$ cat src/rtl/apb_timer_pkg.sv
// apb_timer_pkg: shared definitions for the APB timer slave.
//   - register address map
//   - CTRL / STATUS bit positions
//   - APB handshake state enum (also usable by other 1-wait-state slaves)
package apb_timer_pkg;

  localparam int unsigned ADDR_CTRL     = 32'h00;
  localparam int unsigned ADDR_PRESCALE = 32'h01;
  localparam int unsigned ADDR_COMPARE  = 32'h02;
  localparam int unsigned ADDR_COUNT    = 32'h03;
  localparam int unsigned ADDR_STATUS   = 32'h04;

  localparam int CTRL_EN         = 0;
  localparam int CTRL_AUTORELOAD = 1;
  localparam int CTRL_IRQEN      = 2;
  localparam int CTRL_FREEZE     = 3;

  localparam int STATUS_MATCH = 0;

  typedef enum logic [1:0] {
    APB_IDLE = 2'd0,
    APB_WAIT = 2'd1,
    APB_DONE = 2'd2
  } apb_state_e;

endpackage

$ cat src/rtl/apb_timer_if.sv
// apb_timer_if: APB bus bundle between the I2C-to-APB bridge (master) and
// its slaves.
//   PSEL, PADDR, PENABLE, PWRITE, PWDATA : master -> slave
//   PRDATA, PREADY                       : slave -> master
// ADDR_W must match the ADDR_W of the slave it is connected to.
interface apb_timer_if #(
  parameter int ADDR_W = 5
);

  logic              PSEL;
  logic [ADDR_W-1:0] PADDR;
  logic              PENABLE;
  logic              PWRITE;
  logic [7:0]        PWDATA;
  logic [7:0]        PRDATA;
  logic              PREADY;

  modport master (
    output PSEL, PADDR, PENABLE, PWRITE, PWDATA,
    input  PRDATA, PREADY
  );

  modport slave (
    input  PSEL, PADDR, PENABLE, PWRITE, PWDATA,
    output PRDATA, PREADY
  );

endinterface

$ cat src/rtl/apb_wait_fsm.sv
// apb_wait_fsm: generic APB slave handshake with exactly one wait state.
//   clk, rst        : clock, asynchronous active-high reset
//   psel, penable   : APB select / access phase
//   pwrite          : APB direction
//   access_rd       : 1-cycle strobe in the wait cycle of a read (load PRDATA)
//   access_wr       : 1-cycle strobe in the done cycle of a write (commit at
//                     the end of that cycle)
//   pready          : APB PREADY, high for exactly one cycle per transfer
//
// state | meaning
// IDLE  | no transfer in progress, PREADY=0
// WAIT  | first access-phase cycle, PREADY=0, read data is captured
// DONE  | second access-phase cycle, PREADY=1, write commits at its end
module apb_wait_fsm
  import apb_timer_pkg::*;
(
  input  logic clk,
  input  logic rst,
  input  logic psel,
  input  logic penable,
  input  logic pwrite,
  output logic access_rd,
  output logic access_wr,
  output logic pready
);

  localparam logic [1:0] S_IDLE = 2'(APB_IDLE);
  localparam logic [1:0] S_WAIT = 2'(APB_WAIT);
  localparam logic [1:0] S_DONE = 2'(APB_DONE);

  logic [1:0] state_q;
  logic [1:0] state_cur;
  logic [1:0] state_d;

  // The wait state is the first access-phase cycle itself: IDLE seeing
  // PSEL & PENABLE is already in WAIT, which keeps the access phase at
  // two cycles (one PREADY=0, one PREADY=1).
  always_comb begin
    state_cur = state_q;
    if (state_q == S_IDLE && psel && penable) begin
      state_cur = S_WAIT;
    end
  end

  always_comb begin
    state_d = S_IDLE;
    case (state_cur)
      S_WAIT:  state_d = S_DONE;
      default: state_d = S_IDLE;
    endcase
  end

  always_ff @(posedge clk or posedge rst) begin
    if (rst) begin
      state_q <= S_IDLE;
    end else begin
      state_q <= state_d;
    end
  end

  assign access_rd = (state_cur == S_WAIT) && !pwrite;
  // A master that drops PSEL during DONE gets no write committed.
  assign access_wr = (state_q == S_DONE) && psel && pwrite;
  assign pready    = (state_q == S_DONE);

endmodule

$ cat src/rtl/apb_timer.sv
// apb_timer: 8-bit prescaled timer/compare APB slave.
//   PCLK, PRESET : clock, asynchronous active-high reset
//   apb          : APB slave port (PSEL/PADDR/PENABLE/PWRITE/PWDATA in,
//                  PRDATA/PREADY out), one wait state per transfer
//   HALTED       : debugger halt status, synchronous to PCLK
//   IRQ          : level interrupt, MATCH & IRQEN
// Registers: 0x00 CTRL {FREEZE,IRQEN,AUTORELOAD,EN}, 0x01 PRESCALE,
//            0x02 COMPARE, 0x03 COUNT, 0x04 STATUS {MATCH} (write-1-to-clear).
module apb_timer
  import apb_timer_pkg::*;
#(
  parameter int         ADDR_W       = 5,
  parameter logic [7:0] PRESCALE_RST = 8'd0
) (
  input  logic       PCLK,
  input  logic       PRESET,
  apb_timer_if.slave apb,
  input  logic       HALTED,
  output logic       IRQ
);

  logic       access_rd;
  logic       access_wr;
  logic       pready;

  logic       ctrl_en;
  logic       ctrl_autoreload;
  logic       ctrl_irqen;
  logic       ctrl_freeze;
  logic [7:0] prescale_q;
  logic [7:0] compare_q;
  logic [7:0] count_q;
  logic [7:0] psc_q;
  logic       match_q;
  logic [7:0] prdata_q;
  logic [7:0] rdata_mux;

  logic       wr_ctrl;
  logic       wr_prescale;
  logic       wr_compare;
  logic       wr_count;
  logic       wr_status;
  logic       run;
  logic       tick;
  logic       hit;
  logic       restart;

  apb_wait_fsm u_fsm (
    .clk       (PCLK),
    .rst       (PRESET),
    .psel      (apb.PSEL),
    .penable   (apb.PENABLE),
    .pwrite    (apb.PWRITE),
    .access_rd (access_rd),
    .access_wr (access_wr),
    .pready    (pready)
  );

  assign wr_ctrl     = access_wr && (apb.PADDR == ADDR_W'(ADDR_CTRL));
  assign wr_prescale = access_wr && (apb.PADDR == ADDR_W'(ADDR_PRESCALE));
  assign wr_compare  = access_wr && (apb.PADDR == ADDR_W'(ADDR_COMPARE));
  assign wr_count    = access_wr && (apb.PADDR == ADDR_W'(ADDR_COUNT));
  assign wr_status   = access_wr && (apb.PADDR == ADDR_W'(ADDR_STATUS));

  assign run  = ctrl_en && !(ctrl_freeze && HALTED);
  assign tick = run && (psc_q == prescale_q);
  assign hit  = (count_q == compare_q);

  // Restarting on PRESCALE/COUNT writes and on enable keeps the first
  // period after reconfiguration a full PRESCALE+1 cycles.
  assign restart = wr_prescale || wr_count ||
                   (wr_ctrl && apb.PWDATA[CTRL_EN] && !ctrl_en);

  always_ff @(posedge PCLK or posedge PRESET) begin
    if (PRESET) begin
      psc_q <= 8'd0;
    end else if (restart) begin
      psc_q <= 8'd0;
    end else if (run) begin
      psc_q <= tick ? 8'd0 : psc_q + 8'd1;
    end
  end

  // A CTRL write in the same cycle as a one-shot match wins over the
  // automatic EN clear.
  always_ff @(posedge PCLK or posedge PRESET) begin
    if (PRESET) begin
      ctrl_en         <= 1'b0;
      ctrl_autoreload <= 1'b0;
      ctrl_irqen      <= 1'b0;
      ctrl_freeze     <= 1'b0;
    end else if (wr_ctrl) begin
      ctrl_en         <= apb.PWDATA[CTRL_EN];
      ctrl_autoreload <= apb.PWDATA[CTRL_AUTORELOAD];
      ctrl_irqen      <= apb.PWDATA[CTRL_IRQEN];
      ctrl_freeze     <= apb.PWDATA[CTRL_FREEZE];
    end else if (tick && hit && !ctrl_autoreload) begin
      ctrl_en <= 1'b0;
    end
  end

  always_ff @(posedge PCLK or posedge PRESET) begin
    if (PRESET) begin
      count_q <= 8'd0;
    end else if (wr_count) begin
      count_q <= apb.PWDATA;
    end else if (tick) begin
      if (hit) begin
        if (ctrl_autoreload) begin
          count_q <= 8'd0;
        end
      end else begin
        count_q <= count_q + 8'd1;
      end
    end
  end

  // Setting has priority over write-1-to-clear so a match is never lost.
  always_ff @(posedge PCLK or posedge PRESET) begin
    if (PRESET) begin
      match_q <= 1'b0;
    end else if (tick && hit) begin
      match_q <= 1'b1;
    end else if (wr_status && apb.PWDATA[STATUS_MATCH]) begin
      match_q <= 1'b0;
    end
  end

  always_ff @(posedge PCLK or posedge PRESET) begin
    if (PRESET) begin
      prescale_q <= PRESCALE_RST;
      compare_q  <= 8'hFF;
    end else begin
      if (wr_prescale) begin
        prescale_q <= apb.PWDATA;
      end
      if (wr_compare) begin
        compare_q <= apb.PWDATA;
      end
    end
  end

  always_comb begin
    rdata_mux = 8'h00;
    case (apb.PADDR)
      ADDR_W'(ADDR_CTRL):     rdata_mux = {4'b0000, ctrl_freeze, ctrl_irqen,
                                           ctrl_autoreload, ctrl_en};
      ADDR_W'(ADDR_PRESCALE): rdata_mux = prescale_q;
      ADDR_W'(ADDR_COMPARE):  rdata_mux = compare_q;
      ADDR_W'(ADDR_COUNT):    rdata_mux = count_q;
      ADDR_W'(ADDR_STATUS):   rdata_mux = {7'b0000000, match_q};
      default:                rdata_mux = 8'h00;
    endcase
  end

  always_ff @(posedge PCLK or posedge PRESET) begin
    if (PRESET) begin
      prdata_q <= 8'h00;
    end else if (access_rd) begin
      prdata_q <= rdata_mux;
    end
  end

  assign apb.PRDATA = prdata_q;
  assign apb.PREADY = pready;
  assign IRQ        = match_q && ctrl_irqen;

endmodule

$ cat src/flat_wrapper.sv
// flat-port wrapper written by rule: the top's interface ports become plain ports
module apb_timer_flat import apb_timer_pkg::*;
#(
  parameter int         ADDR_W       = 5,
  parameter logic [7:0] PRESCALE_RST = 8'd0
)
  (PCLK, PRESET, HALTED, IRQ, apb_PSEL, apb_PADDR, apb_PENABLE, apb_PWRITE, apb_PWDATA, apb_PRDATA, apb_PREADY);
  apb_timer_if #(.ADDR_W(ADDR_W)) apb_i ();
  input  logic PCLK;
  input  logic PRESET;
  input  logic HALTED;
  output logic IRQ;
  input wire logic [$bits(apb_i.PSEL)-1:0] apb_PSEL;
  input wire logic [$bits(apb_i.PADDR)-1:0] apb_PADDR;
  input wire logic [$bits(apb_i.PENABLE)-1:0] apb_PENABLE;
  input wire logic [$bits(apb_i.PWRITE)-1:0] apb_PWRITE;
  input wire logic [$bits(apb_i.PWDATA)-1:0] apb_PWDATA;
  output wire logic [$bits(apb_i.PRDATA)-1:0] apb_PRDATA;
  output wire logic [$bits(apb_i.PREADY)-1:0] apb_PREADY;
  assign apb_i.PSEL = apb_PSEL;
  assign apb_i.PADDR = apb_PADDR;
  assign apb_i.PENABLE = apb_PENABLE;
  assign apb_i.PWRITE = apb_PWRITE;
  assign apb_i.PWDATA = apb_PWDATA;
  assign apb_PRDATA = apb_i.PRDATA;
  assign apb_PREADY = apb_i.PREADY;
  apb_timer #(.ADDR_W(ADDR_W), .PRESCALE_RST(PRESCALE_RST)) u_core (.PCLK(PCLK), .PRESET(PRESET), .apb(apb_i), .HALTED(HALTED), .IRQ(IRQ));
endmodule
$ cat config.mk
export PLATFORM = sky130hd
export DESIGN_NAME = apb_timer_flat
export DESIGN_NICKNAME = d
export VERILOG_FILES = /design/src/rtl/apb_timer_pkg.sv /design/src/rtl/apb_timer_if.sv /design/src/rtl/apb_wait_fsm.sv /design/src/rtl/apb_timer.sv /design/src/flat_wrapper.sv
export SDC_FILE = /design/constraint.sdc
export NUM_CORES = 1
export LEC_CHECK = 0
export ABC_AREA = 1
export CAP_MARGIN = 20
export CORE_MARGIN = 5
export CORE_UTILIZATION = 43
export DETAILED_ROUTE_END_ITERATION = 6
export GPL_ROUTABILITY_DRIVEN = 0
export SYNTH_ARGS = -nofsm -noshare
export SYNTH_HDL_FRONTEND = slang
export SYNTH_SLANG_ARGS = --single-unit
$ cat constraint.sdc
create_clock -name PCLK -period 3.2 [get_ports PCLK]
set_input_delay 0.32 -clock PCLK [delete_from_list [all_inputs] [get_ports PCLK]]
set_output_delay 0.32 -clock PCLK [all_outputs]
set_load 0.02 [all_outputs]
==> results.tsv <==
metric	value	unit
status	finished, final reports clean	
leakage power total	1.67	nW
synth top area cells	dfrtp_1 34%, nand2_1 20%, dfstp_2 7.5%	
yosys warns	0	
total grt overflow	0	
post-cts sizing count	0	
Total Routing Usage GR	18.4	%
clk_lat worst skew	0.30	ns
CTS Sinks	46	
first-pass GRT wire length	12400	microns
fin crit share	56.6	%
register area share after synthesis	41.3	%
fin. max-slew vios	0	
final setup fails	0	
fin util	51.5	%
crit path kind	input pin to flop	
setup TNS	0	ns
CTS tree	built	
die area	8260	sq um
Top Ports	29	
sequential share of power	49.5	%
Worst Tran Pin Value	0.454	ns
Rel. slew slack	69.5	%
routed vias	2536	
via-per-instance ratio	5.06	
post-route cell area	3270	sq um
Port Buf Inserts	28	
highest clock rate	0.552	GHz
Post-DP Area	3160	sq um
Residual DRC	0	
Cell Area, Synth	2810	sq um
Max-Cap Viols	0	
synthesized area per cell	7.16	sq um
Pwr per Cell Area	457	nW/um^2
DRT Pass-1 Iters	4	
clock share of power	25.0	%
Cell Rows	29	
post-route ant nets	0	
Fin. Hold Viols	0	
slowest stage cell, crit path	clkdlybuf4s50_1	
Critical R2R Capture	u_core.psc_q[0]	
Mapped Nets	414	
Synth top area share	33.8	%
Netlist cell types	32	
worst-path fanout max	14	
r2r setup slk	1.53	ns
largest stage delay on the critical path	0.48	ns
CTS Root Cell	clkbuf_8	
Worst R2R Path Depth	7	
Initial Util	44.3	%
worst path arrival time	2.00	ns
Final nets	444	
Startpoint Class	input pin	
layout cell share with drive strength beyond 1	11.1	%
CP Capture Type	flop	
Detailed Route WL	7100	microns
Die X	90.9	microns
wire length per cell	14.2	microns
min Tclk post-route	1.81	ns
Crit path top cell by count	nor2_2	
internal power	0.999	mW
# H-tree levels	2	
Mapped Cells	393	
post-CTS setup buffers	0	
Final Skew	0.00603	ns
Logic pwr share	25.5	%
core area	6350	sq um
Max Buffers Root-to-Sink	2	
Peak VDD IR	0.230	mV
critical path, cell by cell	clkdlybuf4s50_1 > nor2_2 > nand3_2 > nor2_2 > mux2_2	
largest net degree at the start of global routing	47	
cts bufs inserted	5	
HP Class	input pin to asynchronous set/reset pin	
area leader, netlist	dfrtp_1	
number of diodes	0	
# hold bufs at CTS	0	
switching power	0.497	mW
flip-flop and latch area	1160	sq um
area grow syn2layout	16.2	%
unrepaired setup endpoints after global routing	no	
fill count	637	
vias in the first global route	2523	
DP Wirelength	5300	microns
DR iter-0 viols	119	
Die H	90.9	microns
initial antenna violation count	0	
Critical Path RT	3.39	ns
area of the multi-input gates	1430	sq um
Reg clk slew, reported paths	0.08	ns
Yosys reg bits	46	
sw frac	33.2	%
Reg-to-Reg Start	u_core.u_fsm.state_q[1]	
==> logic make-up after synthesis <==
family,Yosys count,share of synthesized area [%]
buffers and inverters,57,7.87
flip-flops,46,41.3
multiplexers,2,0.800
AND/OR/NAND/NOR,236,37.7
adder cells (fa/ha/maj),2,0.889
XOR/XNOR,15,4.67
AO/OA/AOI/OAI,35,6.85
==> routing by layer <==
layer	share of wire, %	routed length, microns	global-route usage, %
met3	5.2	372	3.33
met2	44	3130	27.4
met4	2.1	150	6.48
met1	49	3450	26.7
met5	0	0	0
==> Yosys cell counts <==
cell        n
nor2_4      2
o21ai_1     3
nand2_4     2
nand4_2     1
clkinv_1    1
dfstp_2     8
o21ai_2     1
inv_1      41
nand2_2     2
xor2_1      6
o221ai_1    2
o22ai_1     4
ha_1        2
inv_2       9
nor2_2      7
nor2_1     28
and2_0      1
mux2_2      2
a31oi_1     1
nand4_1     9
a21oi_1     6
nor3_1      2
nand3b_1    1
nand3_1    29
nand2_1   147
buf_2       6
nor3_4      1
nand3_4     1
xnor2_1     9
nand3_2     3
o21ai_0    18
dfrtp_1    38
==> flip-flops by register name, indices dropped and copies added (netlist names) <==
name and cells:
u_core.ctrl_freeze 1, u_core.ctrl_en 1, u_core.u_fsm.state_q 1, u_core.psc_q 8
u_core.prescale_q 8, u_core.compare_q 8, u_core.apb.PRDATA 8, u_core.ctrl_irqen 1
u_core.count_q 8, u_core.ctrl_autoreload 1, u_core.match_q 1
==> stage by stage <==
step | instances | setup slack [ns] | power (mW) | hold slack (ns)
floorplan | 393 | 1.79 | 1.01 | 0.434
global placement | 492 | 1.14 | 1.12 | 0.465
detailed placement | 492 | 1.08 | 1.13 | 0.474
CTS | 500 | 1.40 | 1.51 | 0.497
global route | 501 | 1.26 | 1.61 | 0.333
finish | 501 | 1.39 | 1.50 | 0.295
==> worst max path at each step <==
stage	start	endpoint	slack, ns	depth (start not counted)
6_report	apb_PADDR[2]	u_core.prescale_q[5]	1.39	5
4_1_cts	apb_PADDR[3]	u_core.prescale_q[5]	1.40	5
5_1_grt	apb_PADDR[3]	u_core.prescale_q[5]	1.26	5
3_5_place_dp	apb_PADDR[3]	u_core.prescale_q[5]	1.08	5
2_1_floorplan	u_core.u_fsm.state_q[1]	u_core.count_q[2]	1.79	8
3_3_place_gp	apb_PADDR[0]	u_core.prescale_q[4]	1.14	6
==> worst max-delay path: cells and delay by family <==
kind                   cells  cell delay (ns)
muxes                      1             0.39
and+or+nand+nor            3             0.80
buffers and inverters      1             0.48
==> power groups by stage <==
stage	logic, mW	registers (mW)	clock network (mW)
finish	0.381	0.740	0.375
global route	0.443	0.755	0.410
CTS	0.384	0.740	0.384
detailed placement	0.380	0.752	0
global placement	0.370	0.750	0
floorplan	0.273	0.739	0
==> cell type report <==
| cell class | instances | share of cell area [%] |
|---|---|---|
| clock buffers | 8 | 2.75 |
| well taps | 77 | 2.95 |
| flip-flops and latches | 46 | 35.5 |
| repair buffers | 29 | 9.18 |
| multi-input cells | 290 | 43.8 |
| inverters | 51 | 5.85 |
==> cell usage in the layout (no fill, tap or decap), types with 2 or more instances in the layout <==
| master | instances |
|---|---|
| a21oi_1 | 6 |
| dfrtp_1 | 38 |
| o221ai_1 | 2 |
| inv_1 | 40 |
| nor3_1 | 2 |
| inv_2 | 10 |
| nor2_2 | 7 |
| dfstp_2 | 8 |
| nand2_1 | 147 |
| clkbuf_8 | 6 |
| nand3_2 | 3 |
| ha_1 | 2 |
| clkdlybuf4s50_1 | 28 |
| clkbuf_1 | 2 |
| xnor2_1 | 9 |
| nand2_4 | 2 |
| nor2_1 | 28 |
| o22ai_1 | 4 |
| o21ai_0 | 18 |
| xor2_1 | 6 |
| mux2_2 | 2 |
| nand3_1 | 29 |
| nand2_2 | 2 |
| nor2_4 | 2 |
| nand4_1 | 9 |
| o21ai_1 | 3 |
(Power assumes the default switching activity.)
